===== config.mk =====
export PLATFORM = sky130hd
export DESIGN_NAME = neuron_mac
export DESIGN_NICKNAME = d
export VERILOG_FILES = /design/src/rtl/neuro_pkg.sv /design/src/rtl/neuron_mac_sat.sv /design/src/rtl/neuron_mac.sv
export SDC_FILE = /design/constraint.sdc
export NUM_CORES = 1
export LEC_CHECK = 0
export ABC_AREA = 1
export BUFFER_PORTS_ARGS = -buffer_cell sky130_fd_sc_hd__buf_2
export CAP_MARGIN = 40
export CORE_UTILIZATION = 45
export CTS_CLUSTER_DIAMETER = 120
export DETAILED_ROUTE_END_ITERATION = 8
export PLACE_DENSITY = 0.7
export SLEW_MARGIN = 20
export SYNTH_ARGS = -nofsm -noshare
export SYNTH_HDL_FRONTEND = slang
export SYNTH_HIERARCHICAL = 1
export SYNTH_SLANG_ARGS = --single-unit

===== constraint.sdc =====
create_clock -name clk -period 9.1 [get_ports clk]
set_clock_uncertainty 0.2 [all_clocks]
set_input_delay 0 -clock clk [delete_from_list [all_inputs] [get_ports clk]]
set_output_delay 0 -clock clk [all_outputs]
set_load 0.02 [all_outputs]

===== src/rtl/neuro_pkg.sv =====
// -----------------------------------------------------------------------------
// neuro_pkg
//   Fixed-point constants and helpers shared by the skin-classifier neuron
//   stages (weighted-sum MAC and the threshold comparator downstream).
//
//   DATA_W   : operand/result width, two's complement
//   FRAC_W   : fractional bits of every operand and result
//   data_t   : signed DATA_W sample type
//   SAT_MAX  : largest representable data_t
//   SAT_MIN  : smallest representable data_t
//   clog2()  : ceiling log2, usable in constant expressions
// -----------------------------------------------------------------------------
`timescale 1ns/1ps

package neuro_pkg;

  localparam int DATA_W = 16;
  localparam int FRAC_W = 8;

  typedef logic signed [DATA_W-1:0] data_t;

  localparam data_t SAT_MAX = {1'b0, {(DATA_W-1){1'b1}}};
  localparam data_t SAT_MIN = {1'b1, {(DATA_W-1){1'b0}}};

  // clog2(1) = 0, clog2(3) = 2, clog2(4) = 2
  function automatic int clog2(input int value);
    int res;
    int rem;
    res = 0;
    rem = value - 1;
    while (rem > 0) begin
      res = res + 1;
      rem = rem >>> 1;
    end
    return res;
  endfunction

endpackage


===== src/rtl/neuron_mac_sat.sv =====
// -----------------------------------------------------------------------------
// neuron_mac_sat
//   Combinational rescale of the full-precision accumulator back to DATA_W:
//   arithmetic right shift by FRAC_W, then clamp to the signed DATA_W range.
//   The parent registers the result.
//
//   Build option NEURON_MAC_ROUND_EN: when defined, 2^(FRAC_W-1) is added
//   before the shift (round half toward +inf); otherwise the shift truncates
//   toward -inf.
//
//   Ports
//     acc : signed ACC_W accumulator (Q2F alignment)
//     sat : signed DATA_W saturated result (QF alignment)
// -----------------------------------------------------------------------------
`timescale 1ns/1ps

module neuron_mac_sat #(
  parameter int DATA_W = 16,
  parameter int FRAC_W = 8,
  parameter int ACC_W  = 36
) (
  input  logic signed [ACC_W-1:0]  acc,
  output logic signed [DATA_W-1:0] sat
);

  localparam logic signed [DATA_W-1:0] SAT_MAX = {1'b0, {(DATA_W-1){1'b1}}};
  localparam logic signed [DATA_W-1:0] SAT_MIN = {1'b1, {(DATA_W-1){1'b0}}};
  localparam logic signed [ACC_W-1:0]  MAX_EXT = ACC_W'(SAT_MAX);
  localparam logic signed [ACC_W-1:0]  MIN_EXT = ACC_W'(SAT_MIN);

`ifdef NEURON_MAC_ROUND_EN
  localparam logic signed [ACC_W-1:0] HALF = ACC_W'(1) << (FRAC_W - 1);
`endif

  logic signed [ACC_W-1:0] rnd;
  logic signed [ACC_W-1:0] shf;

  // NOTE: every output of a combinational block gets a value on every path
  // (default first, then overrides) so no latch is inferred.
  always_comb begin
`ifdef NEURON_MAC_ROUND_EN
    rnd = acc + HALF;
`else
    rnd = acc;
`endif
    shf = rnd >>> FRAC_W;
    sat = shf[DATA_W-1:0];
    if (shf > MAX_EXT) begin
      sat = SAT_MAX;
    end else if (shf < MIN_EXT) begin
      sat = SAT_MIN;
    end
  end

endmodule


===== src/rtl/neuron_mac.sv =====
// -----------------------------------------------------------------------------
// neuron_mac
//   Weighted-sum stage of the skin-classifier neuron. Accumulates
//   bias + sum(data*weight) over N_IN elements at full precision, rescales to
//   DATA_W with saturation and emits one result with a single-cycle valid
//   pulse. Three register stages: A (multiply), B (accumulate), C (rescale).
//
//   Build option NEURON_MAC_ROUND_EN selects round-half-up instead of
//   truncation in stage C (see neuron_mac_sat); timing is unchanged.
//
//   Ports
//     clk       : clock, rising edge
//     rst       : synchronous active-high reset
//     in_valid  : element present (always accepted, no backpressure)
//     in_data   : signed sample
//     in_weight : signed weight for in_data
//     in_bias   : signed bias, used only with the first element of a vector
//     out_valid : one-cycle result pulse
//     out_data  : saturated weighted sum, held between pulses
// -----------------------------------------------------------------------------
`timescale 1ns/1ps

module neuron_mac #(
  parameter int DATA_W = neuro_pkg::DATA_W,
  parameter int FRAC_W = neuro_pkg::FRAC_W,
  parameter int N_IN   = 3
) (
  input  logic                     clk,
  input  logic                     rst,
  input  logic                     in_valid,
  input  logic signed [DATA_W-1:0] in_data,
  input  logic signed [DATA_W-1:0] in_weight,
  input  logic signed [DATA_W-1:0] in_bias,
  output logic                     out_valid,
  output logic signed [DATA_W-1:0] out_data
);

  localparam int PROD_W = 2 * DATA_W;
  // Two guard bits above the product sum also cover the aligned bias.
  localparam int ACC_W  = PROD_W + neuro_pkg::clog2(N_IN) + 2;
  localparam int CNT_W  = (N_IN > 1) ? neuro_pkg::clog2(N_IN) : 1;
  localparam logic [CNT_W-1:0] LAST_CNT = CNT_W'(N_IN - 1);

  // Element position within the current vector
  logic [CNT_W-1:0] cnt;
  logic             first;
  logic             last;

  assign first = (cnt == '0);
  assign last  = (cnt == LAST_CNT);

  // NOTE: all clocked state uses non-blocking assignments so every register
  // samples pre-edge values regardless of statement order.
  always_ff @(posedge clk) begin
    if (rst) begin
      cnt <= '0;
    end else if (in_valid) begin
      cnt <= last ? '0 : cnt + 1'b1;
    end
  end

  // Stage A: product and bias aligned to the product's 2*FRAC_W binary point
  logic                     valid_a;
  logic                     first_a;
  logic                     last_a;
  logic signed [PROD_W-1:0] prod;
  logic signed [ACC_W-1:0]  bias_a;

  always_ff @(posedge clk) begin
    if (rst) begin
      valid_a <= 1'b0;
      first_a <= 1'b0;
      last_a  <= 1'b0;
      prod    <= '0;
      bias_a  <= '0;
    end else begin
      valid_a <= in_valid;
      if (in_valid) begin
        prod    <= PROD_W'(in_data) * PROD_W'(in_weight);
        bias_a  <= ACC_W'(in_bias) <<< FRAC_W;
        first_a <= first;
        last_a  <= last;
      end
    end
  end

  // Stage B: running sum, restarted from the bias on the first element
  logic                    done_b;
  logic signed [ACC_W-1:0] acc;

  always_ff @(posedge clk) begin
    if (rst) begin
      done_b <= 1'b0;
      acc    <= '0;
    end else begin
      done_b <= valid_a & last_a;
      if (valid_a) begin
        acc <= (first_a ? bias_a : acc) + ACC_W'(prod);
      end
    end
  end

  // Stage C: rescale/saturate and publish
  logic signed [DATA_W-1:0] sat_data;

  neuron_mac_sat #(
    .DATA_W (DATA_W),
    .FRAC_W (FRAC_W),
    .ACC_W  (ACC_W)
  ) u_sat (
    .acc (acc),
    .sat (sat_data)
  );

  always_ff @(posedge clk) begin
    if (rst) begin
      out_valid <= 1'b0;
      out_data  <= '0;
    end else begin
      out_valid <= done_b;
      if (done_b) begin
        out_data <= sat_data;
      end
    end
  end

endmodule

# [Yosys cells after proc, flatten, opt, wreduce, memory -nomap -nowiden]
# Index checks and enable logic that the tools add are counted.
[classes] add_sub_neg=2 multipliers=1 n_lt_le_gt_ge=2 eq_ne=1 muxes=4 bitwise=1 reduce_logical=1
[ops] op="adder 36 x 32 -> 36 bit" n=1
[ops] op="two-way mux 36 bit" n=1
[ops] op="multiplier 16 x 16 -> 32 bit" n=1
[ops] op="two-way mux 16 bit" n=2
[ops] op="greater-than comparator 28 x 16 -> 1 bit, second input constant" n=1
[ops] op="less-than comparator 28 x 16 -> 1 bit, second input constant" n=1
[ops] op="adder 2 x 1 -> 2 bit, second input constant" n=1
[ops] op="== test 2 bit, second input constant" n=1
[ops] op="zero test 2 bit" n=1
[ops] op="two-way mux 2 bit" n=1
[ops] op="bitwise AND 1 bit" n=1
[totals] ff_bits=107 inputBits=51

# [Logic depth before layout (Yosys ltp)]
# Gate-level depths: netlist (run 1).
[logic_depth] word_depth=3 depth_mapped=31 ltp_nobuf=29

# [Modules after synthesis]
# Netlist (run 1), hierarchy kept.
[modules_own_cells] module="neuron_mac" n_inst=1 cells_each=2585 area_each_um2=17640.7 seq_area_each_um2=2122.0
[modules_own_cells] module="neuron_mac_sat" n_inst=1 cells_each=57 area_each_um2=261.5 seq_area_each_um2=0.0

# [Worst setup path after synthesis (run 1)]
# No wires, ideal clock.
[synth_path] path_type="input to register" from="input in_weight[5]" to="register prod[27]" setup_ns=0.109 arrival_ns=5.169 required_ns=8.791 setup_slack_ns=3.622 cell_stages=24 path_cell_list="clkbuf_1 clkbuf_1 nand2_1 fa_1 inv_1 fa_1 inv_1 fa_1 fa_1 inv_1 fa_1 inv_1 fa_1 inv_1 ha_1 nand2_1 nor2_1 inv_1 nor3_1 nand3_1 nand4_1 nand3_1 nand2_1 inv_1"
[synth_between] elab_chain_len=1
[synth_lines] element="start: declaration" line_no="neuron_mac.sv:32" rtl="input logic signed [DATA_W-1:0] in_weight,"
[synth_lines] element="multiplier 16 x 16 -> 32 bit" line_no="neuron_mac.sv:79" rtl="prod <= PROD_W'(in_data) * PROD_W'(in_weight);"
[synth_lines] element="end signal: assignment" line_no="neuron_mac.sv:79"
[synth_lines] element="end: declaration" line_no="neuron_mac.sv:66" rtl="logic signed [PROD_W-1:0] prod;"
# No other way between the ends.
# A chain may end at the register's enable or synchronous reset.

# [Worst setup path in the final report (run 1)]
[layout_path] from="input in_weight[1]" to="register prod[29]"
# The elaborated chain is that of the path after synthesis.

==> impl_results.md, run 1 <==
- Slew headroom: 0.5113
- Register area share after synthesis: 0.1185
- Layout Nets: roughly 3100
- CTS tree: done
- Layout cells sized above 1: 0.05499
- Mapped cell area: ~18000 µm²
- Maximum clock rate: 173.2 MHz
- Most frequent cells in the layout: inv_1, nand2_1, fa_1
- Vias in the first global route: roughly 16000
- Most common flop cell mapped by yosys: dfxtp_1
- Clock Latency Late Sink: 0.37 ns
- Site Rows: a little over 70
- Die width: slightly above 200 µm
- Worst path bufs/invs: 7
- Post-CTS Setup Repair Bufs: 0
- Hold wc startpoint: rst
- Net Count, Synth: 3073
- Crit path max fanout: 16
- Worst hold path type: input port to flip-flop
- Hold path endpoint: out_valid
- Slowest cell on the critical path: fa_1
- WL/cell: 14.64 µm
- Gpl congestion: 0.9427
- Seq cells post-synth: 106
- FFs w/ async S/R, synth: 0
- GR Overflow Total: 0
- DR pass1 iterations: 7
- CP endpoint kind: flip-flop
- Worst r2r dst: acc[33]
- Vert. Die Dim: between 200 and 250 µm
- DRC: 0
- Filler Cells Inserted: 4027
- Syn avg cell area: approximately 6.8 µm²
- CP Data Arrival Time: 5.85 ns
- Distinct cell type count after synthesis: 40
- Clock Pin Slew Worst Setup and Hold Paths: about 0.080 ns
- CORE AREA: 38920 µm²
- Setup violators final: 0
- Period minus WS final: 5.775 ns
- Max-cap violations: 0
- Setup TNS: 0 ns
- IO Count: 68
- Worst Setup Path Type: input port to flip-flop
- R2r setup slk: between 5 and 6 ns
- Clk Tree Root Cell: clkbuf_16
- Critical path required time: roughly 9.2 ns
- H-tree Lvls: 3
- Kind of start point of the critical path: input port
- Hold slack: roughly 0.042 ns
- Total track usage: 0.2432
- Clock sink count: 106
- Area grow syn2layout: 6.318%
- HPWL Detailed: 38.97 mm
- Worst Tran Pin Value: 0.7322 ns
- Post-synth EDFFs: 0
- CP delay by family, top: adder cells
- DR vias/cell: approximately 4.9
- Antenna Diode Count: 0
- Run status: finished, final reports clean
- Synth Warn #: 6
- Post-Syn Instances: 2642
- Vias: 15630
- Final WL: between 40 and 50 mm
- Initial antenna violation count: 0
- Hold depth: 3
- Commonest non-fill, non-tap cell in the layout: inv_1
- Drt initial violations: 1034
- Reg2Reg Depth: 13
- Final Hold Fails: 0
- Pin count of the biggest net entering global routing: 68
- Max incr delay on CP: 0.83 ns
- Clk buf depth: 2
- Final Cycle Share: 0.6346
- First-pass GRT wire length: 79.21 mm
- Port bufs: 67
- Die footprint: slightly above 40000 µm²
- Inserted Clock Buffers: 9
- Reg2reg start: cnt[0]
- Worst path cell trace: buf_2 -> nand2_1 -> inv_1 -> fa_1 -> fa_1 -> inv_1 -> fa_1 -> fa_1 -> inv_1 -> fa_1 -> inv_1 -> fa_1 -> inv_1 -> ha_1 -> nand2_1 -> nor2_1 -> nand2_1 -> nor3_1 -> nand2_1 -> nand4_1 -> nand3_1 -> nand2_1 -> inv_1
- Routed Antenna Nets: 0
- Initial cell density of the core: 0.4600
- RSZ-0062 raised after global routing: no
- Max-slew violations: 0
[logic make-up (layout without fill, tap and decap cells)]
logic type      Yosys count  after routing  share of synthesized area
simple gates           1104           1104                     0.2526
flops                   106            106                     0.1185
compound gates          234            234                    0.06919
fa+ha+maj               380            380                     0.3759
xor+xnor                 34             34                    0.01663
buf+inv                 784            797                     0.1672
[worst min-delay path: stages]
cell    delay [ns]
buf_2         0.09
buf_4         0.31
nor2_1        0.16
[per-layer routing]
metal  part of all wire  global-route usage  vias up
met5                  0                   0        -
met4              0.018             0.05547        0
met1               0.47              0.3426     7469
met3              0.053             0.02397       53
li1                   -                   -     7725
met2               0.46              0.4028      387
[cell usage after synthesis, types with 2 or more instances]
cell type	n	area share
inv_1	682	0.14
nand2_1	676	0.14
fa_1	263	0.29
nor2_1	248	0.052
ha_1	117	0.082
o21ai_0	113	0.032
dfxtp_1	106	0.12
nand3_1	96	0.027
a21oi_1	94	0.026
clkbuf_1	85	0.018
xor2_1	26	0.013
nand4_1	23	0.0080
nand2_2	21	0.0073
o21bai_1	14	0.0059
xnor2_1	8	0.0039
nor2_2	7	0.0024
nor3_1	7	0.0020
or2_2	7	0.0024
nand3_2	6	0.0034
a21oi_2	4	0.0020
buf_1	4	0.00084
inv_2	4	0.00084
nor2_4	4	0.0025
and2_1	3	0.0010
clkinv_1	3	0.00063
o211ai_1	3	0.0013
a31oi_1	2	0.00070
clkbuf_8	2	0.0015
nor3_2	2	0.0011
o21a_1	2	0.00084
[final cells by class]
| cell class | count | area, µm² | area share |
|---|---|---|---|
| clock buffer | 9 | 225.2 | 0.01183 |
| sequential | 106 | 2122 | 0.1115 |
| inverter | 689 | 2586 | 0.1359 |
| tap | 518 | 648.1 | 0.03405 |
| timing repair buffer | 92 | 568.0 | 0.02984 |
| clock inverter | 7 | 96.34 | 0.005062 |
| multi-input combinational | 1752 | 12790 | 0.6718 |
[metrics by stage]
stage,setup slack (ns),util,cell area [µm²],instances
final,3.325,0.4891,19030,3173
after global routing,2.875,0.4891,19030,3173
after CTS,3.347,0.4891,19030,3173
after detailed placement,2.976,0.4762,18530,3139
after global placement,3.054,0.4762,18530,3139
after floorplan,3.622,-,17900,2642
[sequential cells by signal, summed over array words and instances, names as in the netlist]
register   count
out_data      16
bias_a        16
acc           36
cnt            2
out_valid      1
valid_a        1
done_b         1
prod          32
last_a         1
[what timing repair did]
item	in CTS	in global routing
resized for setup	0	0
hold endpoints to repair	17	0
hold buffers	18	0
[how the worst max path moves through the flow]
stage                     depth (start not counted)         start  endpoint  slack (ns)
after floorplan                                  24  in_weight[5]  prod[27]        3.62
after global placement                           21  in_weight[1]  prod[30]        3.05
after detailed placement                         23   in_data[15]  prod[29]        2.98
after CTS                                        23   in_data[15]  prod[29]        3.35
after global routing                             23   in_data[15]  prod[29]        2.88
final                                            23  in_weight[1]  prod[29]        3.32
Power of run 1 is left out: the tool's default activity adds up to more than one toggle a clock period on the data nets, which glitch-free logic cannot reach.
==> run 2: changes to the inputs <==
- ABC_AREA: 1 -> 0
- clock period: 9.1 -> 5.4 ns (I/O delays scaled with it)
==> impl_results.md, run 2 <==
- Run status: finished, violations left (was finished, final reports clean)
- Post-synth EDFFs: 0 (unchanged)
- Setup TNS: -0.4448 ns (was 0 ns)
- IO Count: 68 (unchanged)
- Final WL: 37.79 mm (was 46.45 mm)
- Initial antenna violation count: 0 (unchanged)
- Setup violators final: 4 (was 0)
- Top cell type's share of synthesized area: 0.3293 (was 0.2941)
- DRC: 0 (unchanged)
- Drt initial violations: 613 (was 1034)
- Clk Tree Root Cell: clkbuf_16 (unchanged)
- Placed Instances: 2418 (was 3139)
- Distinct cell type count after synthesis: 63 (was 40)
- Slew headroom: 0.4554 (was 0.5113)
- Layout Nets: 2456 (was 3081)
- Mapped cell area: 15990 µm² (was 17900 µm²)
- Total track usage: 0.2221 (was 0.2432)
- Biggest register: acc (unchanged)
- Site Rows: 68 (was 72)
- Largest register FFs: 36 (unchanged)
- Worst Tran Pin Value: 0.8168 ns (was 0.7322 ns)
- Final Cycle Share: 1.036
- Seq cells post-synth: 106 (unchanged)
- DR pass1 iterations: 5 (was 7)
- Clock sink count: 106 (unchanged)
- Worst hold path type: input port to flip-flop (unchanged)
- Synth Area in Simple Gates: 0.1554 (was 0.2526)
- Post-Synth XOR/XNOR Area: 0.02903 (was 0.01663)
- Post-synthesis mux area share: 0.05884 (was 0)
- Vias in the first global route: 14070 (was 15920)
- Worst Setup Path Type: input port to flip-flop (unchanged)
- Post-Syn Instances: 1805 (was 2642)
- Area leader, netlist: fa_1 (unchanged)
- First-pass GRT wire length: 65.37 mm (was 79.21 mm)
- Most numerous cell in the Yosys netlist: inv_1 (unchanged)
- Net Count, Synth: 2236 (was 3073)
- Post-route insts no fill: 2485 (was 3173)
- CP endpoint kind: flip-flop (unchanged)
- Largest regs: acc: 36 flops, prod: 32 flops (unchanged)
- Adder-cell share of the synthesized area: 0.4208 (was 0.3759)
- Routed Antenna Nets: 0 (unchanged)
- Clock Pin Slew Worst Setup and Hold Paths: 0.07 ns (was 0.08 ns)
- Main combinational cell family by area after synthesis: adder cells (unchanged)
- Antenna Diode Count: 0 (unchanged)
- Initial cell density of the core: 0.4606 (was 0.4600)
- Compound-Gate Fraction of Synth Area: 0.1013 (was 0.06919)
- Pin count of the biggest net entering global routing: 75 (was 68)
- Area grow syn2layout: 21.62% (was 6.318%)
- Critical path required time: 5.45 ns (was 9.17 ns)
- Commonest non-fill, non-tap cell in the layout: inv_1 (unchanged)
- Die width: 190.5 µm (was 201.5 µm)
- Crit path max fanout: 8 (was 16)
- CORE AREA: 34710 µm² (was 38920 µm²)
- CTS tree: done (unchanged)
- CP Data Arrival Time: 5.64 ns (was 5.85 ns)
- Period minus WS final: 5.594 ns
- Inserted Clock Buffers: 9 (unchanged)
- GR Overflow Total: 0 (unchanged)
- HPWL Detailed: 30.54 mm (was 38.97 mm)
- Syn avg cell area: 8.859 µm² (was 6.776 µm²)
- H-tree Lvls: 3 (unchanged)
- FFs w/ async S/R, synth: 0 (unchanged)
- Final Hold Fails: 0 (unchanged)
- Synth area leaders: fa_1, dfxtp_1, ha_1 (was fa_1, inv_1, nand2_1)
- Gpl congestion: 0.8750 (was 0.9427)
- Synth Warn #: 6 (unchanged)
- Kind of start point of the critical path: input port (unchanged)
- WL/cell: 15.21 µm (was 14.64 µm)
- Commonest cells in the netlist: inv_1, fa_1, nand2_1 (was inv_1, nand2_1, fa_1)
- Max-slew violations: 0 (unchanged)
- Post-Place Setup Slack: -0.6296 ns (was 2.976 ns)
- DR vias/cell: 5.149 (was 4.927)
- Vias: 12800 (was 15630)
- Register area share after synthesis: 0.1327 (was 0.1185)
- Filler Cells Inserted: 3058 (was 4027)
- Clk buf depth: 2 (unchanged)
- Setup ws final: -0.1936 ns (was 3.325 ns)
- Clock Latency Late Sink: 0.35 ns (was 0.37 ns)
- Most frequent cells in the layout: inv_1, fa_1, buf_4 (was inv_1, nand2_1, fa_1)
- Most common flop cell mapped by yosys: dfxtp_1 (unchanged)
- Violated checks: setup timing
- Port bufs: 67 (unchanged)
- Max-cap violations: 0 (unchanged)
- Vert. Die Dim: 190.5 µm (was 201.5 µm)
- Maximum clock rate: roughly 180 MHz
- Die footprint: 36290 µm² (was 40580 µm²)
- Layout cells sized above 1: 0.2034 (was 0.05499)
- RSZ-0062 raised after global routing: yes (was no)
-- run 2: cell count changes in the layout (fill, tap and decap cells not counted), moves of 44 or more --
cell / before / now
o21ai_0: 113 / 37
nor2_1: 248 / 108
and2_1: 3 / 109
mux2i_1: 0 / 76
a21o_1: 1 / 45
nand2_1: 676 / 155
nand3_1: 96 / 20
a21oi_1: 94 / 45
inv_1: 682 / 336
buf_4: 7 / 165
-- run 2: area by class of cell --
cell class                      count  area (µm²)  area share
Clock buffer                       10       239.0     0.01229
Multi-Input combinational cell   1269       12750      0.6555
Tap cell                          455       569.3     0.02927
Inverter                          363        1369     0.07039
Sequential cell                   106        2123      0.1092
Clock inverter                      6       65.06    0.003346
Timing Repair Buffer              276        2333      0.1200
-- run 2: metal layers --
layer  track usage  routed length, µm  vias to the layer above
li1              -                  -                     6127
met1        0.2630              15430                     6410
met2        0.4270              20530                      199
met3       0.02043               1025                       60
met4       0.05200                808                        0
met5             0                  0                        -
-- run 2: final timing paths --
path / startpoint / endpoint / slack, ns / cells after the start
max: in_data[15] / prod[29] / -0.19 / 21
min: in_data[0] / prod[0] / 0.11 / 5
max reg2reg: cnt[0] / acc[30] / 1.20 / 12
min reg2reg: prod[0] / prod[0] / 0.29 / 2
-- run 2: cells by family after synthesis --
kind of cell,count (synthesis)
simple gates,510
compound gates,234
mux,92
xor+xnor,53
fa+ha+maj,380
buf+inv,430
flops,106
-- run 2: through the flow --
stage	util	instance area (µm²)	hold slack (ns)
after floorplan	-	16290	-0.05314
after global placement	0.5218	18110	0.04668
after detailed placement	0.5222	18130	0.04584
after CTS	0.5502	19100	0.1105
after global routing	0.5602	19450	0.1250
final	0.5602	19450	0.1107
-- run 2: what timing repair did --
action	CTS	global route
pin swaps	54	57
gates resized for setup	96	59
hold endpoints to repair	40	0
cloned	0	1
hold buffers	27	0
setup buffers	11	11
setup endpoints to repair	11	16
-- run 2: critical path, cell delays in order --
cell and delay (ns):
buf_12 0.12, and2_4 0.16, fa_2 0.50, buf_12 0.16, fa_2 0.63, inv_2 0.06, fa_2 0.53, fa_1 0.45
fa_1 0.49, fa_1 0.51, inv_2 0.05, ha_4 0.23, nand3_2 0.08, a31oi_1 0.07, o21ai_1 0.22, nand2_1 0.10
a221o_1 0.33, a31o_4 0.25, a31oi_4 0.17, mux2_4 0.31, a31o_2 0.21
Power of run 2 is left out for the same reason.
